$ cat src/rtl/prbs4_pkg.sv
// ============================================================
// prbs4_pkg - shared types and next-bit function for the 4-bit LFSR pattern
// Rev 1.0
// ============================================================
`default_nettype none

package prbs4_pkg;

    typedef enum logic [1:0] {
        ST_FILL   = 2'd0,
        ST_HUNT   = 2'd1,
        ST_LOCKED = 2'd2
    } state_t;

    localparam logic [3:0] SEED = 4'b1111;

    function automatic logic prbs4_next_bit(input logic [3:0] h);
        return h[1] ^ h[3];
    endfunction

endpackage

`default_nettype wire

$ cat src/rtl/prbs4_predictor.sv
// ============================================================
// prbs4_predictor - received-bit history and next-bit prediction
// Rev 1.0
// ============================================================
`default_nettype none

module prbs4_predictor
    import prbs4_pkg::*;
(
    input  logic clk,
    input  logic reset,
    input  logic valid_i,
    input  logic bit_i,
    output logic match,
    output logic hist_zero
);

    logic [3:0] sr;

    // Raw bits always enter the history, so a corrupted history flushes itself.
    always_ff @(posedge clk) begin
        if (reset) begin
            sr <= 4'b0000;
        end else if (valid_i) begin
            sr <= {sr[2:0], bit_i};
        end
    end

    assign hist_zero = (sr == 4'b0000);
    assign match     = (bit_i == prbs4_next_bit(sr));

endmodule

`default_nettype wire

$ cat config.mk
export PLATFORM = sky130hd
export DESIGN_NAME = prbs4_predictor
export DESIGN_NICKNAME = d
export VERILOG_FILES = /design/src/rtl/prbs4_pkg.sv /design/src/rtl/prbs4_predictor.sv
export SDC_FILE = /design/constraint.sdc
export NUM_CORES = 1
export LEC_CHECK = 0
export CAP_MARGIN = 20
export CORE_AREA = 2 2 39 41
export CTS_BUF_LIST = sky130_fd_sc_hd__clkbuf_8
export DETAILED_ROUTE_END_ITERATION = 8
export DIE_AREA = 0 0 41 43
export HOLD_SLACK_MARGIN = 0.06
export PLACE_DENSITY = 0.3
export SYNTH_ARGS = -nofsm -noshare
export SYNTH_HDL_FRONTEND = slang
export SYNTH_SLANG_ARGS = --single-unit
$ cat constraint.sdc
create_clock -name clk -period 1.7 [get_ports clk]
set_input_delay 0.255 -clock clk [delete_from_list [all_inputs] [get_ports clk]]
set_output_delay 0.255 -clock clk [all_outputs]
set_load 0.02 [all_outputs]
==> results.tsv <==
metric	value	unit
outcome	finished, final reports clean	
DR pass1 iterations	2	
Die Y	43	um
Ys Warns	0	
synthesized netlist cell count	16	
worst-margin pin slew	0.237	ns
post-route ant nets	0	
n_diodes	0	
# DRC	0	
Peak VDD IR	504	uV
grt total ovfl	0	
io pins	6	
share of cells above drive strength 1	17.4	%
top-area cell type share of the netlist area	48.9	%
area leader, netlist	dfxtp_1	
initial core utilization	11.8	%
vias in the first global route	136	
crit end category	primary output	
Post-synth top flop	dfxtp_1	
Post-synth ARST share	0	%
routability congestion estimate from global placement	0.633	
H-Tree Level Count	1	
period utilisation layout	89.0	%
RSZ-0062 raised after global routing	no	
first-pass GRT wire length	586	um
row cnt	14	
clock transition at the registers of the reported paths	0.03	ns
worst min path class	reg2reg	
Startpoint Class	primary input	
Worst EP required	1.44	ns
Hold Path Stages	2	
syn_area_per_cell	10.2	um2
die width	41	um
Mapped Nets	20	
Setup WS post-layout	0.186	ns
max reg flops	4	
largest net degree at the start of global routing	5	
reg2reg path depth	2	
Seq/Total Area, Yosys	48.9	%
IO Port Bufs	5	
Area contributors post-synth	dfxtp_1 49%, mux2i_1 24%, nor2_1 9.2%	
post-CTS setup buffers	0	
max_cap viols	0	
Finished Layout Cells	39	
synth unique cells	7	
routed vias/inst	3.41	
# hold bufs at CTS	0	
nets	29	
Seq cells post-synth	4	
Worst Setup Path Type	in2out	
Mapped Area	164	um2
GRT Util Overall	5.92	%
final WL	365	um
Clock Tree Root	clkbuf_8	
CTS max path bufs	2	
initial DRC count	2	
Largest Register	sr	
pre-CTS setup slack	-0.255	ns
Fmax achieved	661	MHz
Post-CTS Resized	2	
clk_skew	0.00276	ns
Slew headroom	84.0	%
Post-synth EDFFs	0	
P_leak	0.112	nW
Final min period	1.51	ns
Setup-failing EPs final	0	
max-slew violation count	0	
Die ar.	1760	um2
commonest cells in the netlist	4 x dfxtp_1, 4 x mux2i_1, 4 x nor2_1	
wire per inst	9.36	um
area delta synth->final	61.1	%
Inserted Clock Buffers	3	
TritonCTS clock tree	built	
CP arrival	1.26	ns
initial antenna violation count	0	
PD cells	1260	nW/um2
core box area	1380	um2
via count	133	
Final Hold Fails	0	
setup TNS	0	ns
later-pin clock latency in the skew report	0.22	ns
crit-path max FO	2	
clock sink count	4	
Largest regs	sr (4)	
placed insts	36	
-- cell type report --
cell class / count / area [um2]
repair buffers: 5 / 43.8
well taps: 16 / 20.0
clock buffers: 3 / 41.3
flip-flops and latches: 4 / 80.1
multi-input cells: 11 / 78.8
fillers: 159 / 1120
-- metrics by stage --
step / instance area [um2] / total power [mW] / util [%] / hold slack, ns
after floorplan: 164 / 0.119 / - / 0.327
after global placement: 229 / 0.137 / 16.5 / 0.525
after detailed placement: 229 / 0.137 / 16.5 / 0.523
after CTS: 268 / 0.341 / 19.3 / 0.531
after global routing: 264 / 0.356 / 19.1 / 0.557
final: 264 / 0.334 / 19.1 / 0.529
-- per-layer routing --
metal | vias up | part of all wire (%) | track usage, %
li1 | 67 | - | -
met1 | 58 | 44 | 5.79
met2 | 8 | 39 | 6.25
met3 | 0 | 17 | 9.42
met4 | 0 | 0 | 2.00
met5 | - | 0 | 0
-- worst paths after layout --
check	from	to	slack, ns
min reg2reg	sr[2]$_SDFFE_PP0P_	sr[3]$_SDFFE_PP0P_	0.53
min	sr[2]$_SDFFE_PP0P_	sr[3]$_SDFFE_PP0P_	0.53
max	bit_i	match	0.19
max reg2reg	sr[1]$_SDFFE_PP0P_	sr[1]$_SDFFE_PP0P_	1.05
-- logic make-up (layout without fill, tap and decap cells) --
group,Yosys count,count (layout),share of synthesized area [%]
AND/OR/NAND/NOR,5,5,13.0
XOR/XNOR,2,2,10.7
multiplexers,4,4,24.4
flip-flops,4,4,48.9
buffers and inverters,1,8,3.05
-- where the power goes --
part / switching [mW] / internal (mW) / total [mW]
logic: 0.0155 / 0.0162 / 0.0317
clock network: 0.0509 / 0.151 / 0.202
registers: 0.00242 / 0.0974 / 0.0998
-- placed cells by master, fill, tap and decap left out --
| cell | Yosys | layout |
|---|---|---|
| dlygate4sd2_1 | 0 | 1 |
| nor2_1 | 4 | 4 |
| nor4_1 | 1 | 1 |
| mux2i_1 | 4 | 4 |
| xnor2_1 | 1 | 1 |
| clkbuf_2 | 1 | 1 |
| clkbuf_8 | 0 | 3 |
| dfxtp_1 | 4 | 4 |
| xor2_1 | 1 | 1 |
| clkdlybuf4s50_1 | 0 | 3 |
-- worst max-delay path: stages --
cell and delay (ns):
clkdlybuf4s50_1 0.49, xor2_1 0.18, xnor2_1 0.14, clkbuf_2 0.19
Power figures use the tool's default switching activity.
